==> config.mk <==
export PLATFORM = sky130hd
export DESIGN_NAME = perceptron_trainer
export DESIGN_NICKNAME = d
export VERILOG_FILES = /design/src/rtl/perceptron_pkg.sv /design/src/rtl/perceptron_mac.sv /design/src/rtl/perceptron_trainer.sv
export SDC_FILE = /design/constraint.sdc
export NUM_CORES = 1
export LEC_CHECK = 0
export CORE_MARGIN = 8
export CORE_UTILIZATION = 40
export DETAILED_ROUTE_END_ITERATION = 8
export GPL_ROUTABILITY_DRIVEN = 0
export PLACE_DENSITY_LB_ADDON = 0.1
export SYNTH_ARGS = -nofsm -noshare
export SYNTH_HDL_FRONTEND = slang
export SYNTH_SLANG_ARGS = --single-unit
==> constraint.sdc <==
create_clock -name clk -period 7.3 [get_ports clk]
set_input_delay 1.46 -clock clk [delete_from_list [all_inputs] [get_ports clk]]
set_output_delay 1.46 -clock clk [all_outputs]
set_load 0.01 [all_outputs]
==> src/rtl/perceptron_pkg.sv <==
// Shared types and helpers for the perceptron trainer: FSM state encoding,
// width derivation for the MAC accumulator and a saturating clamp.
package perceptron_pkg;

  typedef enum logic [2:0] {
    ST_IDLE      = 3'd0,
    ST_FETCH     = 3'd1,
    ST_MAC       = 3'd2,
    ST_DECIDE    = 3'd3,
    ST_UPDATE    = 3'd4,
    ST_EPOCH_END = 3'd5,
    ST_DONE      = 3'd6
  } state_e;

  // Ceiling log2 for elaboration-time width math; clog2(1) = 0.
  function automatic int clog2(input int value);
    int r;
    r = 0;
    for (int i = 0; i < 31; i++) begin
      if ((32'sd1 <<< i) < value) begin
        r = i + 1;
      end else begin
        r = r;
      end
    end
    return r;
  endfunction

  // Accumulator width: product width plus headroom for N_INPUTS+1 terms
  // (the bias counts as one extra term), so the sum can never overflow.
  function automatic int acc_width(input int data_w, input int weight_w, input int n_inputs);
    return data_w + weight_w + clog2(n_inputs + 1);
  endfunction

  // Clamp a wide signed sum into the signed range of 'width' bits.
  function automatic logic signed [63:0] sat_add(input logic signed [63:0] value, input int width);
    logic signed [63:0] hi;
    logic signed [63:0] lo;
    hi = (64'sd1 <<< (width - 1)) - 64'sd1;
    lo = -(64'sd1 <<< (width - 1));
    if (value > hi) begin
      return hi;
    end else if (value < lo) begin
      return lo;
    end else begin
      return value;
    end
  endfunction

endpackage

==> src/rtl/perceptron_mac.sv <==
// Sequential single-multiplier dot product: acc = bias + sum(w_i * x_i),
// one channel per cycle. done_o flags the cycle in which the final channel
// is being added, so acc_o is complete on the following cycle.
module perceptron_mac
  import perceptron_pkg::*;
#(
  parameter int N_INPUTS = 2,
  parameter int DATA_W   = 7,
  parameter int WEIGHT_W = 14,
  parameter int ACC_W    = acc_width(DATA_W, WEIGHT_W, N_INPUTS)
) (
  input  logic                         clk,
  input  logic                         rst_n,
  input  logic                         start_i,
  input  logic [WEIGHT_W-1:0]          bias_i,
  input  logic [N_INPUTS*WEIGHT_W-1:0] w_i,
  input  logic [N_INPUTS*DATA_W-1:0]   x_i,
  output logic [ACC_W-1:0]             acc_o,
  output logic                         done_o
);

  localparam int IDX_W = clog2(N_INPUTS + 1);
  localparam logic [IDX_W-1:0] LAST_IDX = IDX_W'(N_INPUTS - 1);
  localparam int PROD_W = WEIGHT_W + DATA_W;

  logic [IDX_W-1:0]         idx_q;
  logic [ACC_W-1:0]         acc_q;
  logic                     run_q;
  logic signed [PROD_W-1:0] prod_s;

  // Multiply the currently selected channel at full product width.
  always_comb begin
    prod_s = $signed(w_i[idx_q*WEIGHT_W +: WEIGHT_W]) * $signed(x_i[idx_q*DATA_W +: DATA_W]);
  end

  // Seed with the sign-extended bias, then add one product per cycle.
  always_ff @(posedge clk or negedge rst_n) begin
    if (!rst_n) begin
      idx_q <= '0;
      acc_q <= '0;
      run_q <= 1'b0;
    end else if (start_i) begin
      idx_q <= '0;
      acc_q <= {{(ACC_W-WEIGHT_W){bias_i[WEIGHT_W-1]}}, bias_i};
      run_q <= 1'b1;
    end else if (run_q) begin
      acc_q <= acc_q + {{(ACC_W-PROD_W){prod_s[PROD_W-1]}}, prod_s};
      if (idx_q == LAST_IDX) begin
        idx_q <= '0;
        run_q <= 1'b0;
      end else begin
        idx_q <= idx_q + {{(IDX_W-1){1'b0}}, 1'b1};
      end
    end
  end

  assign acc_o  = acc_q;
  assign done_o = run_q && (idx_q == LAST_IDX);

endmodule

==> src/rtl/perceptron_trainer.sv <==
// Single-layer perceptron trainer (Fausett rule). Samples arrive over a
// valid/ready handshake; training ends on the first error-free epoch or at
// the epoch cap. Weight storage and the control FSM live here.
module perceptron_trainer
  import perceptron_pkg::*;
#(
  parameter int N_INPUTS    = 2,
  parameter int DATA_W      = 7,
  parameter int WEIGHT_W    = 14,
  parameter int ALPHA_SHIFT = 0,
  parameter int MAX_EPOCHS  = 255,
  parameter int CNT_W       = 32,
  localparam int ACC_W      = acc_width(DATA_W, WEIGHT_W, N_INPUTS)
) (
  input  logic                         clk,
  input  logic                         rst_n,
  input  logic                         start,
  input  logic [CNT_W-1:0]             num_samples,
  input  logic [ACC_W-1:0]             theta,
  input  logic [N_INPUTS*DATA_W-1:0]   x_bus,
  input  logic signed [1:0]            t_bus,
  input  logic                         s_valid,
  output logic                         s_ready,
  output logic [N_INPUTS*WEIGHT_W-1:0] weights,
  output logic [WEIGHT_W-1:0]          bias,
  output logic                         busy,
  output logic                         update_pulse,
  output logic                         epoch_done,
  output logic                         done,
  output logic                         converged,
  output logic [CNT_W-1:0]             epoch_count
);

  localparam logic [CNT_W-1:0]  CNT_ONE = CNT_W'(1);
  localparam logic [CNT_W-1:0]  CNT_MAX = CNT_W'(MAX_EPOCHS);
  localparam logic [DATA_W-1:0] UNIT_X  = DATA_W'(1);

  state_e                       state_q, state_d;
  logic [N_INPUTS*WEIGHT_W-1:0] w_q, w_d, w_upd_s;
  logic [WEIGHT_W-1:0]          b_q, b_d;
  logic [N_INPUTS*DATA_W-1:0]   x_q, x_d;
  logic                         t_pos_q, t_pos_d;
  logic [CNT_W-1:0]             num_q, num_d;
  logic [ACC_W-1:0]             theta_q, theta_d;
  logic [CNT_W-1:0]             idx_q, idx_d;
  logic [CNT_W-1:0]             epoch_q, epoch_d;
  logic                         err_q, err_d;
  logic                         conv_q, conv_d;
  logic                         mac_start_s, mac_done_s;
  logic [ACC_W-1:0]             mac_acc_s;
  logic signed [ACC_W:0]        net_s, th_s;
  logic                         mismatch_s, last_s;

  // w + ((t * x) <<< ALPHA_SHIFT), saturated to the weight range.
  function automatic logic [WEIGHT_W-1:0] step_weight(input logic [WEIGHT_W-1:0] w,
                                                      input logic [DATA_W-1:0] x,
                                                      input logic t_pos);
    logic signed [63:0] w_ext;
    logic signed [63:0] step;
    logic signed [63:0] sum;
    w_ext = {{(64-WEIGHT_W){w[WEIGHT_W-1]}}, w};
    step  = {{(64-DATA_W){x[DATA_W-1]}}, x} <<< ALPHA_SHIFT;
    if (t_pos) begin
      sum = w_ext + step;
    end else begin
      sum = w_ext - step;
    end
    sum = sat_add(sum, WEIGHT_W);
    return sum[WEIGHT_W-1:0];
  endfunction

  perceptron_mac #(
    .N_INPUTS (N_INPUTS),
    .DATA_W   (DATA_W),
    .WEIGHT_W (WEIGHT_W),
    .ACC_W    (ACC_W)
  ) u_mac (
    .clk     (clk),
    .rst_n   (rst_n),
    .start_i (mac_start_s),
    .bias_i  (b_q),
    .w_i     (w_q),
    .x_i     (x_q),
    .acc_o   (mac_acc_s),
    .done_o  (mac_done_s)
  );

  // Candidate weights for an update step, one saturating adder per channel.
  always_comb begin
    w_upd_s = '0;
    for (int i = 0; i < N_INPUTS; i++) begin
      w_upd_s[i*WEIGHT_W +: WEIGHT_W] = step_weight(w_q[i*WEIGHT_W +: WEIGHT_W],
                                                    x_q[i*DATA_W +: DATA_W], t_pos_q);
    end
  end

  // Classification against the latched threshold; one extra bit keeps -theta exact.
  always_comb begin
    net_s      = {mac_acc_s[ACC_W-1], mac_acc_s};
    th_s       = {1'b0, theta_q};
    mismatch_s = t_pos_q ? !(net_s > th_s) : !(net_s < -th_s);
    last_s     = (idx_q == (num_q - CNT_ONE));
  end

  // Next-state and datapath control for the training FSM.
  always_comb begin
    state_d     = state_q;
    w_d         = w_q;
    b_d         = b_q;
    x_d         = x_q;
    t_pos_d     = t_pos_q;
    num_d       = num_q;
    theta_d     = theta_q;
    idx_d       = idx_q;
    epoch_d     = epoch_q;
    err_d       = err_q;
    conv_d      = conv_q;
    mac_start_s = 1'b0;
    case (state_q)
      ST_IDLE, ST_DONE: begin
        if (start) begin
          w_d     = '0;
          b_d     = '0;
          epoch_d = '0;
          err_d   = 1'b0;
          conv_d  = 1'b0;
          idx_d   = '0;
          num_d   = num_samples;
          theta_d = theta;
          if (num_samples == '0) begin
            conv_d  = 1'b1;
            state_d = ST_DONE;
          end else begin
            state_d = ST_FETCH;
          end
        end else begin
          state_d = state_q;
        end
      end
      ST_FETCH: begin
        if (s_valid) begin
          x_d         = x_bus;
          t_pos_d     = (t_bus > 2'sd0);
          mac_start_s = 1'b1;
          state_d     = ST_MAC;
        end else begin
          state_d = ST_FETCH;
        end
      end
      ST_MAC: begin
        if (mac_done_s) begin
          state_d = ST_DECIDE;
        end else begin
          state_d = ST_MAC;
        end
      end
      ST_DECIDE: begin
        if (mismatch_s) begin
          err_d   = 1'b1;
          state_d = ST_UPDATE;
        end else if (last_s) begin
          state_d = ST_EPOCH_END;
        end else begin
          idx_d   = idx_q + CNT_ONE;
          state_d = ST_FETCH;
        end
      end
      ST_UPDATE: begin
        w_d = w_upd_s;
        b_d = step_weight(b_q, UNIT_X, t_pos_q);
        if (last_s) begin
          state_d = ST_EPOCH_END;
        end else begin
          idx_d   = idx_q + CNT_ONE;
          state_d = ST_FETCH;
        end
      end
      ST_EPOCH_END: begin
        epoch_d = epoch_q + CNT_ONE;
        if (!err_q) begin
          conv_d  = 1'b1;
          state_d = ST_DONE;
        end else if ((epoch_q + CNT_ONE) == CNT_MAX) begin
          conv_d  = 1'b0;
          state_d = ST_DONE;
        end else begin
          err_d   = 1'b0;
          idx_d   = '0;
          state_d = ST_FETCH;
        end
      end
      default: begin
        state_d = ST_IDLE;
      end
    endcase
  end

  // State and datapath registers; reset discards any in-flight sample.
  always_ff @(posedge clk or negedge rst_n) begin
    if (!rst_n) begin
      state_q <= ST_IDLE;
      w_q     <= '0;
      b_q     <= '0;
      x_q     <= '0;
      t_pos_q <= 1'b0;
      num_q   <= '0;
      theta_q <= '0;
      idx_q   <= '0;
      epoch_q <= '0;
      err_q   <= 1'b0;
      conv_q  <= 1'b0;
    end else begin
      state_q <= state_d;
      w_q     <= w_d;
      b_q     <= b_d;
      x_q     <= x_d;
      t_pos_q <= t_pos_d;
      num_q   <= num_d;
      theta_q <= theta_d;
      idx_q   <= idx_d;
      epoch_q <= epoch_d;
      err_q   <= err_d;
      conv_q  <= conv_d;
    end
  end

  // Status outputs are pure decodes of the state register.
  assign s_ready      = (state_q == ST_FETCH);
  assign busy         = (state_q != ST_IDLE) && (state_q != ST_DONE);
  assign update_pulse = (state_q == ST_UPDATE);
  assign epoch_done   = (state_q == ST_EPOCH_END);
  assign done         = (state_q == ST_DONE);
  assign converged    = conv_q;
  assign weights      = w_q;
  assign bias         = b_q;
  assign epoch_count  = epoch_q;

endmodule

# After elaboration in Yosys (flattened, before gate mapping)
# Index checks and enable logic that the tools add are counted.
[word_totals] input_bits=75 regBits=207
[classes] add_sub_neg=12 order_cmp=9 n_mux=51 n_shift=2 n_reduce_logical=20 n_eq_ne=16 multipliers=3
[ops] operator="$mux 64" n=4
[ops] operator="$gt 64x14->1 const B" n=3
[ops] operator="$lt 64x14->1 const B" n=3
[ops] operator="$mux 32" n=5
[ops] operator="$pmux 32 s4" n=1
[ops] operator="$mux 14" n=7
[ops] operator="$add 32x1->32 const B" n=2
[ops] operator="$pmux 32 s2" n=1
[ops] operator="$pmux 28 s2" n=1
[ops] operator="$mux 23" n=2
[ops] operator="$eq 32x32->1" n=1
[ops] operator="$eq 32x8->1 const B" n=1
[ops] operator="$logic_not 32->1" n=1
[ops] operator="$sub 32x1->32 const B" n=1
[ops] operator="$add 14x7->15" n=2
[ops] operator="$sub 14x7->15" n=2
[ops] operator="$mux 28" n=1
[ops] operator="$pmux 14 s2" n=1
[ops] operator="$shiftx 28x7->14" n=1
[ops] operator="$gt 23x24->1" n=1
[ops] operator="$lt 23x24->1" n=1
[ops] operator="$neg 23->24" n=1
[ops] operator="$add 23x23->23" n=1
[ops] operator="$mul 14x7->21" n=1
[ops] operator="other kinds (30)" n=68

# Logic depth before layout (Yosys ltp)
[depth] depth_word=7 depth_mapped=33 ltp_nobuf=31

# Hierarchy
# Synthesis repeated with hierarchy kept, for this count alone.
[unflattened] hier_cells=2271 hier_area_um2=19593.8
[modules_own_cells] mod="perceptron_trainer" cells_each=1567 area_per_inst_um2=13626.8 seq_area_each_um2=4529.3 n_inst=1
[modules_own_cells] mod="perceptron_mac" cells_each=704 area_per_inst_um2=5967.0 seq_area_each_um2=650.6 n_inst=1

# Worst setup path after synthesis
# Ideal clock, no wire load.
[synth_path] kind="register to register" startpoint="reg u_mac.idx_q[0]" endpoint="reg u_mac.acc_q[22], in the netlist u_mac.acc_o[22]" path_slack_ns=-0.040 path_stages_with_launch=34 t_arrival_ns=7.198 cell_sequence="dfrtp_1 > clkbuf_1 > clkbuf_1 > mux2i_1 > nor2_1 > clkbuf_1 > nand2_1 > fa_1 > fa_1 > inv_1 > fa_1 > inv_1 > fa_1 > inv_1 > ha_1 > a21oi_1 > o21bai_1 > a21oi_1 > o21ai_0 > a21oi_1 > o21ai_0 > nor2_1 > xnor2_1 > ha_1 > a21oi_1 > nor2b_1 > a41oi_1 > o21ai_0 > o221ai_1 > a21oi_1 > a31oi_1 > xnor2_1 > mux2i_1 > nor3_1"
[synth_via] elab_chain_cells=6 word_cells_on_any_way=8 classes_between="add/sub (1); mul (3); shift (2); mux (2)"
[synth_lines] item="from (decl)" line="perceptron_mac.sv:26" rtl="logic [IDX_W-1:0] idx_q;"
[synth_lines] item="from (signal assigned)" line="perceptron_mac.sv:52" rtl="idx_q <= idx_q + {{(IDX_W-1){1'b0}}, 1'b1};"
[synth_lines] item="$mul 2x3->5" line="perceptron_mac.sv:33" rtl="prod_s = $signed(w_i[idx_q*WEIGHT_W +: WEIGHT_W]) * $signed(x_i[idx_q*DATA_W +: DATA_W]);"
[synth_lines] item="$shiftx 28x7->14 / $shiftx 14x6->7 (equally long branches)" line="perceptron_mac.sv:33"
[synth_lines] item="$mul 14x7->21 (*)" line="perceptron_mac.sv:33"
[synth_lines] item="$add 23x23->23 (*)" line="perceptron_mac.sv:47" rtl="acc_q <= acc_q + {{(ACC_W-PROD_W){prod_s[PROD_W-1]}}, prod_s};"
[synth_lines] item="$mux 23 (*)" line="perceptron_mac.sv:46" rtl="end else if (run_q) begin"
[synth_lines] item="$mux 23 (*)" line="perceptron_mac.sv:42" rtl="end else if (start_i) begin"
[synth_lines] item="to (signal assigned)" line="perceptron_mac.sv:44" rtl="acc_q <= {{(ACC_W-WEIGHT_W){bias_i[WEIGHT_W-1]}}, bias_i};"
[synth_lines] item="to (signal assigned)" line="perceptron_mac.sv:47"
[synth_lines] item="to (decl)" line="perceptron_mac.sv:27" rtl="logic [ACC_W-1:0] acc_q;"
# Every way passes the cells marked *; elsewhere a longest branch is shown, timed or not. The select of a mux whose other input is x is not followed.
# A chain may end at the register's enable or synchronous reset.

# Final worst setup path
# Ends and elaborated chain as after synthesis.

==> impl_results.md <==
- Status: complete, no violations
- Syn Area/Cell: around 8.7 um2
- Die Y: between 200 and 250 um
- I/O pin count: around 160
- Fin nets: 2670
- CTS Buf Count: 27
- Clock buffer depth: 3
- Cell Area, Synth: between 15000 and 20000 um2
- Synth-to-layout area growth: 16.7%
- Yosys warning total: 0
- Synth Instances: about 2200
- Final setup vio count: 0
- Path depth of the worst reg2reg path: 26
- Fin crit period: 6.90 ns
- Largest net degree at the start of global routing: around 80
- #FFs+latches synth: 207
- Worst-path fanout max: 13
- Max-slew violation count: 0
- Max cap viols: 0
- Max Fclk: about 140 MHz
- Via count: about 17000
- Final Hold Viols: 0
- Core area: around 48000 um2
- WL final: 54700 um
- Routed WL per cell: roughly 18 um
- Initial DRC Count: about 840
- Worst skew pair latency: between 0.5 and 0.6 ns
- Delay-heaviest family, CP: adder cells
- Count leader, synth: dfrtp_1
- Post-DP HPWL: approximately 42000 um
- Top post-synthesis cells by count: dfrtp_1 (207), nor2_1 (189), nand2_1 (185)
- TritonRoute pass-1 iters: 5
- Critical setup path kind: flop to flop
- Drt drc: 0
- Syn_nets: about 2500
- Hold_ws: 0.506 ns
- Slowest stage delay, CP: ~0.55 ns
- Number of global-route vias before repair: around 17000
- CP Buf/Inv Count: 3
- Unique masters post-synth: slightly below 90
- Initial antenna violation count: 4
- Tcrit/Tclk final: 94.5%
- Port Buffers: 154
- Cell depth of the worst setup path: 26
- Clock-pin slew on the worst setup and hold paths: ~0.06 ns
- # H-tree levels: 1
- Site Rows: 80
- Initial core utilization: between 40 and 50%
- Synth area leaders: dfrtp_1 (27%), ha_1 (11%), fa_1 (8.0%), xnor2_1 (5.4%), nor2_1 (3.7%)
- Most frequent CP cell: fa_1
- First-pass GRT wire length: around 90000 um
- Layout cells sized above 1: 8.51%
- Type of destination of the critical path: flop
- ANT nets after route: 0
- Die Span X: between 200 and 250 um
- Hold_buf cts: 0
- Via density: 5.60
- Least-Margin Pin Slew: 0.963 ns
- Yosys top cell area share: 26.7%
- Synth area leader: dfrtp_1
- DP Area: 21600 um2
- Clock Skews: approximately 0.014 ns
- CTS Root Cell: clkbuf_16
- Clock tree sinks: ~210
- Register area share after synthesis: 26.7%
- FF-to-FF setup slack: 0.40 ns
- Final TNS setup: 0 ns
- Arrival @ worst endpoint: about 7.3 ns
- Slowest-stage cell, CP: fa_1
- CTS tree: done
- Worst hold-check path type: flop to flop
- Total gr overflow: 0
- Die Area: roughly 56000 um2
- Tot GR Track Use: 19.2%
- Nature of the critical path startpoint: flop
- FFs w/ async S/R, synth: between 90% and 100%
- Final Instance Area: roughly 23000 um2
- Synth Flop Type: dfrtp_1
- WP data required: 7.72 ns
- Slew Limit Headroom: between 30% and 40%
- Post-synth EDFFs: 0
- Worst hold stages: 1
- Fill cells: ~4700
per-stage QoR:
step | std cells | setup slack (ns) | utilization [%]
after CTS | 2984 | 0.0650 | 47.1
after global routing | 2989 | -0.00508 | 47.3
after detailed placement | 2935 | 0.0703 | 45.2
after floorplan | 2219 | 0.146 | -
final | 2991 | 0.400 | 47.3
after global placement | 2935 | 0.297 | 45.2
worst paths after layout:
check,end,start
min in group asynchronous,num_q[14]$_DFFE_PN0P_,rst_n
max in group asynchronous,u_mac.acc_o[19]$_DFFE_PN0P_,rst_n
hold reg to reg,theta_q[14]$_DFFE_PN0P_,theta_q[14]$_DFFE_PN0P_
hold / removal,theta_q[14]$_DFFE_PN0P_,theta_q[14]$_DFFE_PN0P_
setup reg to reg,u_mac.acc_o[22]$_DFFE_PN0P_,u_mac.idx_q[0]$_DFFE_PN0P_
setup / recovery,u_mac.acc_o[22]$_DFFE_PN0P_,u_mac.idx_q[0]$_DFFE_PN0P_
sequential cells by signal, summed over array words and instances, names as in the netlist:
name,cells
bias,14
u_mac.acc_o,23
state_q,3
t_pos_q,1
weights,28
theta_q,23
u_mac.idx_q,2
x_q,14
idx_q,32
err_q,1
u_mac.run_q,1
num_q,32
epoch_count,32
converged,1
routing by layer:
metal  routed length [um]  global-route usage, %
met3                 2600                   3.46
met1                24600                   24.8
met4                 1320                   5.30
met5                   13                      0
met2                26200                   32.7
cells by family (layout without fill, tap and decap cells):
kind of cell / Yosys count / after routing / synth area share [%]
xor+xnor: 166 / 166 / 7.49
other cells: 0 / 2 / 0
buf+inv: 253 / 408 / 5.21
fa+ha+maj: 242 / 242 / 18.6
compound gates: 496 / 496 / 16.8
simple gates: 751 / 751 / 19.4
flops: 207 / 207 / 26.7
mux: 104 / 104 / 5.74
cells in the final DEF (no fill, tap or decap), drive strengths merged, types with 19 or more instances in the layout:
cell type      Yosys  layout
mux2i             46      46
nand4             36      36
nand2            185     185
nor3              63      63
a31oi             21      21
and3              19      19
o31ai             41      41
fa                78      78
xnor2            120     120
mux2              58      58
or3               31      31
o21ai            136     136
a21oi            106     106
and2              22      22
nor4              43      43
buf               26      45
ha               163     163
clkbuf            66      36
a221o             22      22
xor2              46      46
nand3             61      61
inv              159     160
clkdlybuf4s50      0     153
nor2             190     190
dfrtp            207     207
a21o              34      34
nand2b            22      22
worst reg2reg max path, delay by kind of cell, from the launching register on:
family / cells / cell delay, ns
AO/OA/AOI/OAI: 8 / 1.58
flip-flops: 1 / 0.43
AND/OR/NAND/NOR: 5 / 1.03
buffers and inverters: 3 / 0.27
XOR/XNOR: 2 / 0.28
multiplexers: 2 / 0.50
adder cells (fa/ha/maj): 6 / 2.66
timing repair:
| item | 4_1_cts | 5_1_grt |
|---|---|---|
| setup buffers | 0 | 5 |
| endpoints found under the setup margin | 0 | 4 |
| gates resized for setup | 0 | 17 |
layout make-up:
class	instances	area [um2]	share of cell area [%]
multi-input cells	1759	13300	58.6
flip-flops and latches	207	5180	22.9
repair buffers	198	1890	8.36
well taps	615	769	3.40
clock buffers	36	759	3.35
inverters	161	604	2.67
clock inverters	13	149	0.658
diodes	2	5.00	0.0221
Power is left out: the tool's default activity adds up to more than one toggle a clock period on the data nets, which glitch-free logic cannot reach.
